<file path="config.mk">
export PLATFORM = sky130hd
export DESIGN_NAME = coherence_agent
export DESIGN_NICKNAME = d
export VERILOG_FILES = /design/src/rtl/cpu_types_pkg.sv /design/src/rtl/coherence_agent.sv
export SDC_FILE = /design/constraint.sdc
export NUM_CORES = 1
export LEC_CHECK = 0
export CAP_MARGIN = 15
export CORE_ASPECT_RATIO = 0.6
export CORE_MARGIN = 5
export CORE_UTILIZATION = 35
export DETAILED_ROUTE_END_ITERATION = 12
export PLACE_DENSITY = 0.84
export SYNTH_ARGS = -nofsm -noshare
export SYNTH_HDL_FRONTEND = slang
export SYNTH_SLANG_ARGS = --single-unit
export TNS_END_PERCENT = 5
</file>
<file path="constraint.sdc">
create_clock -name CLK -period 3.7 [get_ports CLK]
set_clock_uncertainty 0.05 [all_clocks]
set_input_delay 0.555 -clock CLK [delete_from_list [all_inputs] [get_ports CLK]]
set_output_delay 0.555 -clock CLK [all_outputs]
set_load 0.02 [all_outputs]
</file>
<file path="src/rtl/cpu_types_pkg.sv">
// cpu_types_pkg: shared coherence types for the dual-core MSI system
package cpu_types_pkg;
  typedef enum logic [1:0] {MSI_I = 2'd0, MSI_S = 2'd1, MSI_M = 2'd2} msi_t;
  typedef enum logic [1:0] {CC_RD = 2'd0, CC_RDX = 2'd1, CC_WB = 2'd2} ccreq_t;
endpackage

</file>
<file path="src/rtl/coherence_agent.sv">
// coherence_agent: per-core MSI bus agent issuing dcache requests and answering snoops
module coherence_agent
  import cpu_types_pkg::*;
#(
  parameter int CPUID = 0
) (
  input  logic        CLK,
  input  logic        nRST,
  input  logic        req_valid,
  input  logic [1:0]  req_type,
  input  logic [31:0] req_addr,
  input  logic [31:0] req_data,
  output logic        req_done,
  output logic [31:0] resp_data,
  output logic [31:0] snp_addr,
  input  logic        snp_hit,
  input  logic [1:0]  snp_state,
  input  logic [31:0] snp_data,
  output logic        snp_upd,
  output logic [1:0]  snp_newstate,
  output logic        dREN,
  output logic        dWEN,
  output logic [31:0] daddr,
  output logic [31:0] dstore,
  input  logic [31:0] dload,
  input  logic        dwait,
  input  logic        ccwait,
  input  logic        ccinv,
  input  logic [31:0] ccsnoopaddr,
  output logic        cctrans,
  output logic        ccwrite
);
  typedef enum logic [2:0] {IDLE, REQ, DONE, SNP_LOOK, SNP_WB, SNP_UPD} state_t;
  state_t      state_q, state_d, ret_q, ret_d;
  ccreq_t      req_type_q, req_type_d;
  msi_t        newstate_q, newstate_d;
  logic [31:0] req_addr_q, req_addr_d, req_data_q, req_data_d;
  logic [31:0] resp_data_q, resp_data_d, snp_addr_q, snp_addr_d;
  logic        snooped_q, snooped_d, ccinv_q, ccinv_d, upd_q, upd_d;
  logic        snp_go;
  assign resp_data = resp_data_q;
  assign snp_addr  = snp_addr_q;
  // state register plus request and snoop latches; reset aborts anything in flight
  always_ff @(posedge CLK or negedge nRST) begin
    if (!nRST) begin
      state_q     <= IDLE;
      ret_q       <= IDLE;
      req_type_q  <= CC_RD;
      newstate_q  <= MSI_I;
      req_addr_q  <= '0;
      req_data_q  <= '0;
      resp_data_q <= '0;
      snp_addr_q  <= '0;
      snooped_q   <= 1'b0;
      ccinv_q     <= 1'b0;
      upd_q       <= 1'b0;
    end else begin
      state_q     <= state_d;
      ret_q       <= ret_d;
      req_type_q  <= req_type_d;
      newstate_q  <= newstate_d;
      req_addr_q  <= req_addr_d;
      req_data_q  <= req_data_d;
      resp_data_q <= resp_data_d;
      snp_addr_q  <= snp_addr_d;
      snooped_q   <= snooped_d;
      ccinv_q     <= ccinv_d;
      upd_q       <= upd_d;
    end
  end
  // next-state and outputs; one snoop per ccwait episode, preempting idle or an open request
  always_comb begin
    snp_go       = ccwait && !snooped_q && (state_q == IDLE || state_q == REQ);
    state_d      = state_q;
    ret_d        = ret_q;
    req_type_d   = req_type_q;
    newstate_d   = newstate_q;
    req_addr_d   = req_addr_q;
    req_data_d   = req_data_q;
    resp_data_d  = resp_data_q;
    snp_addr_d   = snp_addr_q;
    snooped_d    = ccwait && snooped_q;
    ccinv_d      = ccinv_q;
    upd_d        = upd_q;
    req_done     = 1'b0;
    snp_upd      = 1'b0;
    snp_newstate = MSI_I;
    dREN         = 1'b0;
    dWEN         = 1'b0;
    daddr        = '0;
    dstore       = '0;
    cctrans      = 1'b0;
    ccwrite      = 1'b0;
    if (snp_go) begin
      state_d    = SNP_LOOK;
      ret_d      = state_q;
      snooped_d  = 1'b1;
      snp_addr_d = ccsnoopaddr;
    end
    case (state_q)
      IDLE: begin
        if (req_valid && !ccwait) begin
          state_d    = REQ;
          req_type_d = ccreq_t'(req_type);
          req_addr_d = req_addr;
          req_data_d = req_data;
        end
      end
      REQ: begin
        daddr   = req_addr_q;
        dREN    = req_type_q != CC_WB;
        dWEN    = req_type_q == CC_WB;
        ccwrite = req_type_q == CC_RDX;
        dstore  = req_type_q == CC_WB ? req_data_q : '0;
        if (!snp_go && !dwait) begin
          state_d     = DONE;
          resp_data_d = dload;
        end
      end
      DONE: begin
        req_done = 1'b1;
        cctrans  = 1'b1;
        state_d  = IDLE;
      end
      SNP_LOOK: begin
        cctrans    = 1'b1;
        ccinv_d    = ccinv;
        newstate_d = MSI_I;
        state_d    = snp_hit && snp_state == MSI_M ? SNP_WB : SNP_UPD;
        upd_d      = snp_hit && snp_state == MSI_S && ccinv;
      end
      SNP_WB: begin
        ccwrite = 1'b1;
        dWEN    = 1'b1;
        daddr   = snp_addr_q;
        dstore  = snp_data;
        if (!dwait) begin
          state_d    = SNP_UPD;
          upd_d      = 1'b1;
          newstate_d = ccinv_q ? MSI_I : MSI_S;
        end
      end
      SNP_UPD: begin
        snp_upd      = upd_q;
        snp_newstate = upd_q ? newstate_q : MSI_I;
        state_d      = ret_q;
      end
      default: state_d = IDLE;
    endcase
  end
endmodule
</file>
Yosys cells after proc, flatten, opt, wreduce, memory -nomap -nowiden
Cells that the tools add are included.
{"block": "word_totals", "latchBits": 0, "mem_count": 0, "output_inout_bits": 136, "mem_bits_ro": 0, "mem_bits_rw": 0, "regBits": 141}
{"block": "op_classes", "n_bitwise": 0, "n_eq_ne": 11, "n_lt_le_gt_ge": 0, "n_addsub": 0, "n_reduce_logical": 19, "div": 0, "shift": 0, "n_mul": 0, "muxes": 23}
{"operator": "case mux 32 bit (2 select lines)", "n": 2}
{"operator": "2-to-1 mux 32 bit", "n": 1}
{"operator": "case mux 3 bit (5 select lines)", "n": 1}
{"operator": "2-to-1 mux 3 bit", "n": 4}
{"operator": "logical AND 1 bit", "n": 8}
{"operator": "2-to-1 mux 1 bit", "n": 8}
{"operator": "== test 3 x 2 -> 1 bit, second input constant", "n": 2}
{"operator": "== test 3 bit, second input constant", "n": 2}
{"operator": "2-to-1 mux 2 bit", "n": 3}
{"operator": "case mux 1 bit (2 select lines)", "n": 3}
{"operator": "AND reduction 2 bit", "n": 3}
{"operator": "== test 2 x 1 -> 1 bit, second input constant", "n": 2}
{"operator": "== test 2 bit, second input constant", "n": 2}
{"operator": "zero test 1 bit", "n": 4}
{"operator": "!= test 2 bit, second input constant", "n": 2}
{"operator": "case mux 2 bit (2 select lines)", "n": 1}
{"operator": "== test 3 x 1 -> 1 bit, second input constant", "n": 1}
{"operator": "zero test 3 bit", "n": 1}
{"operator": "nonzero test 2 bit", "n": 1}
{"operator": "OR reduction 2 bit", "n": 1}
{"operator": "logical OR 1 bit", "n": 1}

Depth between registers and ports, before layout
Gate-level depths: netlist of run 1.
{"block": "logic_depth", "word_depth": 7, "mapped_depth": 5, "mapped_depth_nobuf": 3}

Worst setup path before layout of run 1
No wires, ideal clock.
{"block": "synth_path", "path_kind": "register -> output", "startpoint": "register state_q[2]", "endpoint": "output snp_newstate[0]", "path_stages_with_launch": 5, "path_buffers": 1, "path_slack_ns": 1.564, "arrival_time_ns": 1.531, "cell_sequence": "dfrtp_1 clkbuf_1 nand2_1 nor3_1 and2_1"}
{"block": "synth_between", "elab_chain_len": 2}
{"item": "start: declaration", "line_no": "coherence_agent.sv:34", "source": "state_t state_q, state_d, ret_q, ret_d;"}
{"item": "start signal: assignment", "line_no": "coherence_agent.sv:58", "source": "state_q <= state_d;"}
{"item": "== test 3 bit", "line_no": "coherence_agent.sv:100", "source": "case (state_q)"}
{"item": "2-to-1 mux 2 bit", "line_no": "coherence_agent.sv:100"}
{"item": "end: declaration", "line_no": "coherence_agent.sv:20", "source": "output logic [1:0] snp_newstate,"}
No other way between the ends.

Worst setup path after layout of run 1
{"block": "layout_path", "startpoint": "register state_q[1]", "endpoint": "output daddr[24]"}
{"block": "layout_between", "elab_chain_len": 2, "word_cells_on_any_way": 3, "classes_between": "eq/ne: 2; mux: 1"}
{"item": "== test 3 bit / == test 3 x 1 -> 1 bit (equally long branches)", "line_no": "coherence_agent.sv:100"}
{"item": "case mux 32 bit (2 select lines) (*)", "line_no": "coherence_agent.sv:100"}
{"item": "end: declaration", "line_no": "coherence_agent.sv:23", "source": "output logic [31:0] daddr,"}
Every way passes the cells marked *; elsewhere a longest branch is shown, timed or not.

==> results_tabular.tex, run 1 <==
\begin{tabular}{lr}
\hline
Metric & Value \\
\hline
\multicolumn{2}{l}{\textbf{Status}} \\
\quad Outcome & finished clean \\
\multicolumn{2}{l}{\textbf{Die}} \\
\quad Die span in y & 111.9 um \\
\quad \# IOs & 307 \\
\quad Effective utilization at floorplan & 0.3554 \\
\quad Area enclosed by the die boundary & 0.02012 mm\^{}2 \\
\quad Number of rows in the core area & 37 \\
\quad Area of the core & 0.01704 mm\^{}2 \\
\quad Horizontal extent of the die & 179.8 um \\
\multicolumn{2}{l}{\textbf{Timing}} \\
\quad Slew at the pin closest to its max-slew limit & 0.7215 ns \\
\quad Unrepaired setup endpoints after global routing & false \\
\quad Period utilization & 0.9108 \\
\quad Setup TNS & 0 ns \\
\quad Worst slew margin relative to its limit & 0.5190 \\
\quad Maximum achievable frequency & 296.7 MHz \\
\quad Final Max Tran Viols & 0 \\
\quad Final worst path period need & 3.370 ns \\
\quad Number of hold-slack violations in the final timing report & 0 \\
\quad Final setup violation count & 0 \\
\multicolumn{2}{l}{\textbf{CTS}} \\
\quad Worst-path clk slew & 0.06 ns \\
\quad Number of buffers between clock root and the deepest sink & 2 \\
\quad Post-CTS setup buffer count & 0 \\
\quad Post-CTS Hold Fix Bufs & 0 \\
\quad Post-CTS Resized & 0 \\
\quad Clk sink count & 140 \\
\quad Root Driver & sky130\_fd\_sc\_hd\_\_clkbuf\_16 \\
\quad TritonCTS clock tree & done \\
\quad Clock latency at the later pin of the worst-skew pair & 0.40 ns \\
\quad CTS HTree Levels & 4 \\
\quad Number of buffers created by CTS & 17 \\
\multicolumn{2}{l}{\textbf{Place}} \\
\quad Placer Congestion & 0.7993 \\
\quad Port-buffer cells & 305 \\
\quad Number of placed instances, taps included & 934 \\
\quad Placed wire-length estimate & 13.54 mm \\
\multicolumn{2}{l}{\textbf{Detailed routing}} \\
\quad Via density & 4.918 \\
\quad Total iterations of the first detailed-routing run & 4 \\
\quad Starting DRT DRC Count & 127 \\
\quad Average wire length per cell after detail routing & 18.77 um \\
\quad Total wire length & 18.11 mm \\
\quad ANT nets after route & 0 \\
\quad Total number of vias & 4,746 \\
\quad Post-detailed-route DRC marker count & 0 \\
\multicolumn{2}{l}{\textbf{Logic synthesis}} \\
\quad Leading area contributor after synthesis & sky130\_fd\_sc\_hd\_\_dfrtp\_1 \\
\quad Post-synthesis average cell area & 14.59 um\^{}2 \\
\quad Synth top area cells & sky130\_fd\_sc\_hd\_\_dfrtp\_1, sky130\_fd\_sc\_hd\_\_mux2\_2, sky130\_fd\_sc\_hd\_\_a22o\_1 \\
\quad Proportion of netlist area held by the largest area contributor & 0.5786 \\
\quad Ys async rst share & 1.000 \\
\quad Synthesized Nets & 586 \\
\quad FF+latch count, synth & 140 \\
\quad Yosys Warn Count & 0 \\
\quad Area of the mapped netlist & 0.006055 mm\^{}2 \\
\quad Sequential-to-total area share from yosys stat & 0.5786 \\
\quad Dominant register cell in the synthesized netlist & sky130\_fd\_sc\_hd\_\_dfrtp\_1 \\
\quad Post-synth EDFFs & 0 \\
\quad Number of standard cells after synthesis & 415 \\
\quad Number of distinct library cell variants in the gate-level netlist after synthesis & 37 \\
\multicolumn{2}{l}{\textbf{Power and ir drop}} \\
\quad Sequential share of power & 0.316 \\
\quad Cell area power density & 901.5 mW/mm\^{}2 \\
\quad Worst vdd ir & 334.8 uV \\
\quad Fraction of power spent switching nets & 0.3544 \\
\quad Switching component of the power & 3187 uW \\
\quad Comb power frac & 0.481 \\
\quad Cell internal power dissipation & 5804 uW \\
\quad Leakage component of the power & 0.004049 uW \\
\quad Clock power frac & 0.203 \\
\multicolumn{2}{l}{\textbf{Worst hold path}} \\
\quad Hold WC Path Type & in2async \\
\multicolumn{2}{l}{\textbf{Final layout}} \\
\quad Area Overhead vs Synth & 64.72\% \\
\quad Share of final-layout standard cells stronger than drive strength 1 & 0.2449 \\
\quad Post-Layout Cell Count & 965 \\
\quad Filler Cell Count & 1,421 \\
\quad Commonest cells after routing, fill and taps aside & sky130\_fd\_sc\_hd\_\_clkdlybuf4s50\_1, sky130\_fd\_sc\_hd\_\_dfrtp\_1, sky130\_fd\_sc\_hd\_\_mux2\_2, sky130\_fd\_sc\_hd\_\_a22o\_1, sky130\_fd\_sc\_hd\_\_clkbuf\_16 \\
\quad Most frequent standard cell in the layout excluding fill and tap cells & sky130\_fd\_sc\_hd\_\_clkdlybuf4s50\_1 \\
\quad Number of nets in the finished design & 890 \\
\quad Number of antenna cells inserted & 0 \\
\multicolumn{2}{l}{\textbf{GRT}} \\
\quad Overall global routing resource usage & 0.1787 \\
\quad Wire length of the first global-routing pass & 28.92 mm \\
\quad Final global-route overflow total & 0 \\
\quad Vias in the first global route & 5,129 \\
\quad Pin count of the biggest net entering global routing & 79 \\
\quad Number of antenna violations at the first check in global routing & 0 \\
\multicolumn{2}{l}{\textbf{Setup path}} \\
\quad CP max stage cell & sky130\_fd\_sc\_hd\_\_clkdlybuf4s50\_1 \\
\quad Worst endpoint required time & 3.09 ns \\
\quad Capturing element type of the critical path & output port \\
\quad Worst path max stage delay & 0.61 ns \\
\quad Number of buffer and inverter instances along the worst setup path & 2 \\
\quad Signal arrival time at the worst endpoint & 2.76 ns \\
\quad Category of cells accounting for the largest share of critical-path delay & buffers and inverters \\
\quad Flop-to-flop setup slack & 1.43 ns \\
\quad Cells traversed along the worst timing path & nor2\_1 -> and2\_2 -> buf\_12 -> a22o\_1 -> clkdlybuf4s50\_1 \\
\quad Worst R2R Start & state\_q[1] \\
\quad Worst Path Max Fanout & 49 \\
\quad Startpoint Class & register \\
\quad Critical path class & reg2out \\
\quad Reg-to-reg endpoint & req\_addr\_q[22] \\
\quad Depth of the most critical reg-to-reg path & 4 \\
\multicolumn{2}{l}{\textbf{Flow run}} \\
\quad Max-cap viol count & 0 \\
\hline
\end{tabular}
[final cells by class]
class	count	area, um^2	area share
clock buffers	19	442.9	0.04441
clock inverters	12	187.7	0.01882
inverters	2	7.507	0.0007527
multi-input cells	243	2385	0.2391
flip-flops and latches	140	3503	0.3513
well taps	234	292.8	0.02936
repair buffers	315	3154	0.3163
[metrics by stage]
step | setup slack, ns | power, uW | hold WS (ns) | utilization | area (um^2)
6_report | 0.3300 | 8991 | 0.1396 | 0.5854 | 9973
3_5_place_dp | 0.7652 | 7230 | 0.4251 | 0.5484 | 9343
4_1_cts | 0.3126 | 9106 | 0.1455 | 0.5854 | 9973
3_3_place_gp | 0.7997 | 7147 | 0.4182 | 0.5484 | 9343
2_1_floorplan | 1.564 | 5162 | 0.2094 | - | 6055
5_1_grt | 0.1738 | 9486 | 0.1862 | 0.5854 | 9973
[cells in the mapped netlist (3+ instances only)]
| library cell | n |
|---|---|
| sky130_fd_sc_hd__a22o_1 | 64 |
| sky130_fd_sc_hd__and2_1 | 3 |
| sky130_fd_sc_hd__buf_2 | 12 |
| sky130_fd_sc_hd__buf_6 | 6 |
| sky130_fd_sc_hd__clkbuf_1 | 10 |
| sky130_fd_sc_hd__dfrtp_1 | 140 |
| sky130_fd_sc_hd__mux2_1 | 4 |
| sky130_fd_sc_hd__mux2_2 | 128 |
| sky130_fd_sc_hd__nand2_1 | 6 |
| sky130_fd_sc_hd__nor2_1 | 4 |
| sky130_fd_sc_hd__nor2b_1 | 4 |
| sky130_fd_sc_hd__o21ai_0 | 3 |
[worst reg2reg max path, stage by stage, from the launching register on]
cell and delay (ns):
sky130_fd_sc_hd__dfrtp_1 0.55, sky130_fd_sc_hd__nor2_1 0.22, sky130_fd_sc_hd__and4bb_4 0.63, sky130_fd_sc_hd__buf_12 0.32
sky130_fd_sc_hd__mux2_2 0.38
[flip-flops by register name, indices dropped and copies added, names as in the netlist]
name	flops
upd_q	1
ccinv_q	1
state_q	3
ret_q	3
snooped_q	1
snp_addr	32
req_data_q	32
req_addr_q	32
resp_data	32
newstate_q	1
req_type_q	2
[cell families (layout without fill, tap and decap cells)]
family / after synthesis / count (layout) / share of synthesized area
other: 1 / 1 / 0.0006194
buffers and inverters: 32 / 348 / 0.03038
AO/OA/AOI/OAI: 77 / 77 / 0.1077
multiplexers: 133 / 133 / 0.2472
flip-flops: 140 / 140 / 0.5786
AND/OR/NAND/NOR: 32 / 32 / 0.03554
[worst max path at each step]
stage                     from               to  slack, ns  cells after the start
CTS                 state_q[1]       dstore[21]       0.31                      5
finish              state_q[1]        daddr[24]       0.33                      5
global placement    state_q[1]       dstore[17]       0.80                      5
detailed placement  state_q[1]        daddr[28]       0.77                      5
floorplan           state_q[2]  snp_newstate[0]       1.56                      4
global route        state_q[1]        daddr[24]       0.17                      5
[power by group through the flow]
stage	logic, uW	clock network, uW	registers, uW
floorplan	2030	0	3130
global placement	4310	0	2840
detailed placement	4370	0	2860
CTS	4390	1880	2840
global route	4590	1950	2950
finish	4330	1830	2840
[layer usage]
metal  GRT usage  up-vias  routed length [um]
li1            -     2157                   -
met1      0.2374     2368                8066
met2      0.2826      199                8387
met3     0.06334       22                1422
met4     0.04211        0                 238
met5           0        -                   0
(Power assumes the default switching activity.)
==> run 2: changes to the inputs <==
--- a/config.mk
+++ b/config.mk
@@ -6,7 +6,7 @@
 export NUM_CORES = 1
 export LEC_CHECK = 0
 export CAP_MARGIN = 15
-export CORE_ASPECT_RATIO = 0.6
+export CORE_ASPECT_RATIO = 1.75
 export CORE_MARGIN = 5
 export CORE_UTILIZATION = 35
 export DETAILED_ROUTE_END_ITERATION = 12
==> results_tabular.tex, run 2 (synthesis results as in run 1) <==
\begin{tabular}{lr}
\hline
Metric & Value \\
\hline
\multicolumn{2}{l}{\textbf{Die}} \\
\quad Area enclosed by the die boundary & 0.02013 mm\^{}2 \\
\quad \# IOs & 307 \\
\quad Effective utilization at floorplan & 0.3556 \\
\quad Number of rows in the core area & 63 \\
\quad Area of the core & 0.01703 mm\^{}2 \\
\quad Horizontal extent of the die & 109.4 um \\
\quad Die span in y & 184.0 um \\
\multicolumn{2}{l}{\textbf{Setup path}} \\
\quad Critical path capture point & daddr[8] \\
\quad Worst setup path startpoint & state\_q[1] \\
\quad CP max stage cell & sky130\_fd\_sc\_hd\_\_clkdlybuf4s50\_1 \\
\quad Cells traversed along the worst timing path & nor2\_1 -> and2\_2 -> buf\_4 -> a22o\_1 -> clkdlybuf4s50\_1 \\
\quad Flop-to-flop setup slack & 1.40 ns \\
\quad Worst Path Max Fanout & 16 \\
\quad Stages on worst setup path & 5 \\
\quad Critical path class & reg2out \\
\quad Startpoint Class & register \\
\quad Worst R2R Start & state\_q[1] \\
\quad Worst endpoint required time & 3.09 ns \\
\quad Number of buffer and inverter instances along the worst setup path & 2 \\
\quad Signal arrival time at the worst endpoint & 2.79 ns \\
\quad Reg-to-reg endpoint & req\_data\_q[13] \\
\quad Worst path max stage delay & 0.65 ns \\
\quad Category of cells accounting for the largest share of critical-path delay & buffers and inverters \\
\quad Capturing element type of the critical path & output port \\
\quad Depth of the most critical reg-to-reg path & 4 \\
\multicolumn{2}{l}{\textbf{GRT}} \\
\quad Pin count of the biggest net entering global routing & 75 \\
\quad Overall global routing resource usage & 0.1837 \\
\quad Number of antenna violations at the first check in global routing & 4 \\
\quad Vias in the first global route & 5,192 \\
\quad Wire length of the first global-routing pass & 28.29 mm \\
\quad Final global-route overflow total & 0 \\
\multicolumn{2}{l}{\textbf{Final layout}} \\
\quad Most frequent standard cell in the layout excluding fill and tap cells & sky130\_fd\_sc\_hd\_\_clkdlybuf4s50\_1 \\
\quad Commonest cells after routing, fill and taps aside & sky130\_fd\_sc\_hd\_\_clkdlybuf4s50\_1, sky130\_fd\_sc\_hd\_\_dfrtp\_1, sky130\_fd\_sc\_hd\_\_mux2\_2, sky130\_fd\_sc\_hd\_\_a22o\_1, sky130\_fd\_sc\_hd\_\_clkbuf\_16 \\
\quad Share of final-layout standard cells stronger than drive strength 1 & 0.2442 \\
\quad Sequential cell area & 0.003503 mm\^{}2 \\
\quad Number of nets in the finished design & 888 \\
\quad Filler Cell Count & 1,397 \\
\quad Area of the multi-input gates & 0.002385 mm\^{}2 \\
\quad Area Overhead vs Synth & 63.26\% \\
\multicolumn{2}{l}{\textbf{Detailed routing}} \\
\quad Post-detailed-route DRC marker count & 0 \\
\quad Via density & 4.918 \\
\quad Total wire length & 18.61 mm \\
\quad Total number of vias & 4,711 \\
\quad Average wire length per cell after detail routing & 19.43 um \\
\quad Total iterations of the first detailed-routing run & 4 \\
\quad ANT nets after route & 0 \\
\quad Starting DRT DRC Count & 119 \\
\multicolumn{2}{l}{\textbf{CTS}} \\
\quad TritonCTS clock tree & done \\
\quad CTS HTree Levels & 4 \\
\quad Post-CTS Hold Fix Bufs & 0 \\
\quad Root Driver & sky130\_fd\_sc\_hd\_\_clkbuf\_16 \\
\quad Post-CTS setup buffer count & 0 \\
\quad Number of buffers between clock root and the deepest sink & 2 \\
\quad Worst-path clk slew & 0.06 ns \\
\quad Clk sink count & 140 \\
\quad Clock latency at the later pin of the worst-skew pair & 0.40 ns \\
\quad Post-CTS Resized & 0 \\
\quad Number of buffers created by CTS & 17 \\
\multicolumn{2}{l}{\textbf{Place}} \\
\quad Placer Congestion & 0.7902 \\
\quad Port-buffer cells & 305 \\
\quad Placed wire-length estimate & 14.06 mm \\
\multicolumn{2}{l}{\textbf{Timing}} \\
\quad Worst slew margin relative to its limit & 0.5418 \\
\quad Hold\_ws & 0.1052 ns \\
\quad Slew at the pin closest to its max-slew limit & 0.6873 ns \\
\quad Maximum achievable frequency & 294.2 MHz \\
\quad Unrepaired setup endpoints after global routing & false \\
\quad Setup TNS & 0 ns \\
\quad Number of hold-slack violations in the final timing report & 0 \\
\quad Final setup violation count & 0 \\
\quad Final worst path period need & 3.399 ns \\
\quad Period utilization & 0.9186 \\
\quad Final Max Tran Viols & 0 \\
\multicolumn{2}{l}{\textbf{Status}} \\
\quad Outcome & finished clean \\
\multicolumn{2}{l}{\textbf{Worst hold path}} \\
\quad Hold WC Path Type & in2async \\
\multicolumn{2}{l}{\textbf{Power and ir drop}} \\
\quad Leakage component of the power & 0.004001 uW \\
\quad Worst vdd ir & 477.8 uV \\
\quad Cell area power density & 885.3 mW/mm\^{}2 \\
\multicolumn{2}{l}{\textbf{Flow run}} \\
\quad Max-cap viol count & 0 \\
\hline
\end{tabular}
[run 2: changes by cell type in the layout (fill, tap and decap cells not counted), sizes merged]
cell | previous run | this run
buf | 11 | 9
diode | 0 | 2
clkbuf | 19 | 17
clkinvlp | 2 | 5
inv | 5 | 4
clkinv | 3 | 6
bufinv | 4 | 1
[run 2: how the worst min path moves through the flow]
stage	startpoint	end	slack, ns	cells past startpoint
2_1_floorplan	nRST	ccinv_q	0.21	0
3_3_place_gp	resp_data[6]	resp_data[6]	0.42	1
3_5_place_dp	resp_data[5]	resp_data[5]	0.43	1
4_1_cts	nRST	resp_data[31]	0.13	1
5_1_grt	nRST	resp_data[3]	0.16	1
6_report	nRST	resp_data[31]	0.11	1
[run 2: final cells by class]
class                           instances  area share
Sequential cell                       140      0.3544
Tap cell                              227     0.02873
Multi-Input combinational cell        243      0.2413
Clock buffer                           17     0.04304
Antenna cell                            2   0.0005063
Clock inverter                         14     0.01241
Inverter                                2   0.0007595
Timing Repair Buffer                  313      0.3189
[run 2: through the flow]
stage / worst slack, ns / area [um^2] / power (uW) / instances / util
2_1_floorplan: 1.564 / 6055 / 5162 / 415 / -
6_report: 0.3012 / 9884 / 8751 / 958 / 0.5805
3_5_place_dp: 0.7323 / 9331 / 7229 / 925 / 0.5481
4_1_cts: 0.2585 / 9879 / 8868 / 956 / 0.5802
5_1_grt: 0.1933 / 9884 / 9251 / 958 / 0.5805
3_3_place_gp: 0.8116 / 9331 / 7128 / 925 / 0.5481
[run 2: power breakdown]
group          internal [uW]  switching (uW)
Sequential              2310             540
Combinational           2340            1970
Clock                    921             674
[run 2: metal layers]
metal  track usage  part of all wire  vias up
met5             0            0.0012        -
met4       0.07389             0.029        4
met3       0.05940             0.080       35
met2        0.3313              0.53      199
met1        0.1934              0.36     2333
li1              -                 -     2140
==> variant (config.mk and constraints of run 1) <==
Take the reset off `snp_addr_q` and load it in a clocked block of its own.
--- a/src/rtl/coherence_agent.sv
+++ b/src/rtl/coherence_agent.sv
@@ -51,5 +51,4 @@
       req_data_q  <= '0;
       resp_data_q <= '0;
-      snp_addr_q  <= '0;
       snooped_q   <= 1'b0;
       ccinv_q     <= 1'b0;
@@ -63,9 +62,12 @@
       req_data_q  <= req_data_d;
       resp_data_q <= resp_data_d;
-      snp_addr_q  <= snp_addr_d;
       snooped_q   <= snooped_d;
       ccinv_q     <= ccinv_d;
       upd_q       <= upd_d;
     end
+  end
+
+  always_ff @(posedge CLK) begin
+    snp_addr_q <= snp_addr_d;
   end
   // next-state and outputs; one snoop per ccwait episode, preempting idle or an open request
Behaviour: not the same (a bounded check fails within 4 cycles, from zero or initial values and one cycle with nRST low).
==> variant against run 1 <==
  * The run now ends with negative hold slack left
  * Power decreased by 9.7%
  * Design area is 1.7% lower
  * Worst setup slack better by 0.034 ns
  * Routed wire length increased by 0.18%
  * Sequential cell count did not move
  * First-iteration DRC count up 33%
  * Synthesized area down 3.9%
  * Register-to-register slack got worse by 0.22 ns
  * Critical endpoint is now dstore[11]
==> variant: results <==
group,metric,value,unit
global_route,first_global_vias,5051,
logic_synthesis,synth-edff-count,32,
run_status,violations,"negative hold slack",
power_and_ir_drop,leakagePower,3.91,nW
detailed_routing,drt-met1-wl,7360,µm
global_route,grt.total_usage,18.5,%
detailed_routing,vias,4495,
worst_setup_path,critPathMaxFanout,23,
run_status,status,"finished with violations",
detailed_routing,wl_met2,8890,µm
worst_setup_path,r2r_end,"resp_data[20]$_DFFE_PN0P_",
global_route,use_met2,31.4,%
place,gp_congestion,0.858,
cts,cts_resized,0,
cells_and_area,nets,860,
logic_synthesis,synth_xor_area_share,0,%
global_route,grt_first_pass_wirelength,27900,µm
place,dp_hpwl,13700,µm
cells_and_area,antennaDiodeCount,0,
detailed_routing,wirelength,18100,µm
worst_setup_path,rr_startpoint,"state_q[1]$_DFF_PN0_",
global_route,use_met1,22.3,%
global_route,grt_max_degree,81,
logic_synthesis,synthTopCellsByArea,"dfrtp_1 46%, mux2_2 19%, edfxtp_1 17%, a22o_1 9.6%, buf_2 1.5%",
logic_synthesis,async_flop_share,77.1,%
global_route,met3_usage,7.42,%
cells_and_area,drive_gt1_share,21.5,%
logic_synthesis,syn_nets,552,
power_and_ir_drop,p_comb_share,45.2,%
power_and_ir_drop,pg_clk,1.77,mW
worst_setup_path,worstRegToRegCells,4,
cts,clockBufferDepth,2,
worst_setup_path,crit_end,"dstore[11]",
worst_setup_path,slowest_delay,0.62,ns
cts,cts.clk_slew.worst_paths,0.06,ns
logic_synthesis,yosysSeqAreaShare,62.9,%
logic_synthesis,muxShareOfSynthArea,19.3,%
cells_and_area,fillers,1260,
logic_synthesis,yosysUniqueCellTypes,36,
detailed_routing,route.met3.wl,1660,µm
worst_setup_path,crit_slowest_cell,"clkdlybuf4s50_1",
sta,timing.hold.ws,-0.000464,ns
worst_setup_path,crit_arrival,2.73,ns
power_and_ir_drop,max-vdd-ir-drop,0.440,mV
sta,hold_viol_final,2,
detailed_routing,drt_iter0_drc,169,
worst_setup_path,regToRegSetupSlack,1.21,ns
place,io_buffers,305,
power_and_ir_drop,switching_share,34.8,%
sta,tightest_slew,0.725,ns
logic_synthesis,synth_compound_area_share,11.0,%
logic_synthesis,synth_common_cells,"108 x dfrtp_1, 98 x mux2_2, 64 x a22o_1, 32 x edfxtp_1, 17 x buf_2",
[variant: kinds of logic after synthesis]
group,Yosys count
DFF,140
muxes,100
AOI/OAI and AO/OA,76
and+or+nand+nor,34
buffers and inverters,30
other,1
[variant: through the flow]
step,instance area [µm²],worst slack [ns],power (mW),instances,hold slack [ns]
2_1_floorplan,5830,0.532,4.62,381,0.209
3_3_place_gp,9160,0.680,6.27,896,0.419
3_5_place_dp,9160,0.544,6.41,896,0.410
4_1_cts,9770,0.0977,8.22,928,0.316
5_1_grt,9810,0.198,8.57,930,0.00663
6_report,9810,0.364,8.12,930,-0.000464
[variant: final cells by class]
| class | count | area [µm²] | area share [%] |
|---|---|---|---|
| repair buffers | 316 | 3190 | 32.5 |
| flip-flops and latches | 140 | 3660 | 37.4 |
| well taps | 228 | 285 | 2.91 |
| clock buffers | 18 | 429 | 4.38 |
| inverters | 3 | 11.3 | 0.115 |
| clock inverters | 14 | 184 | 1.88 |
| multi-input cells | 211 | 2040 | 20.8 |
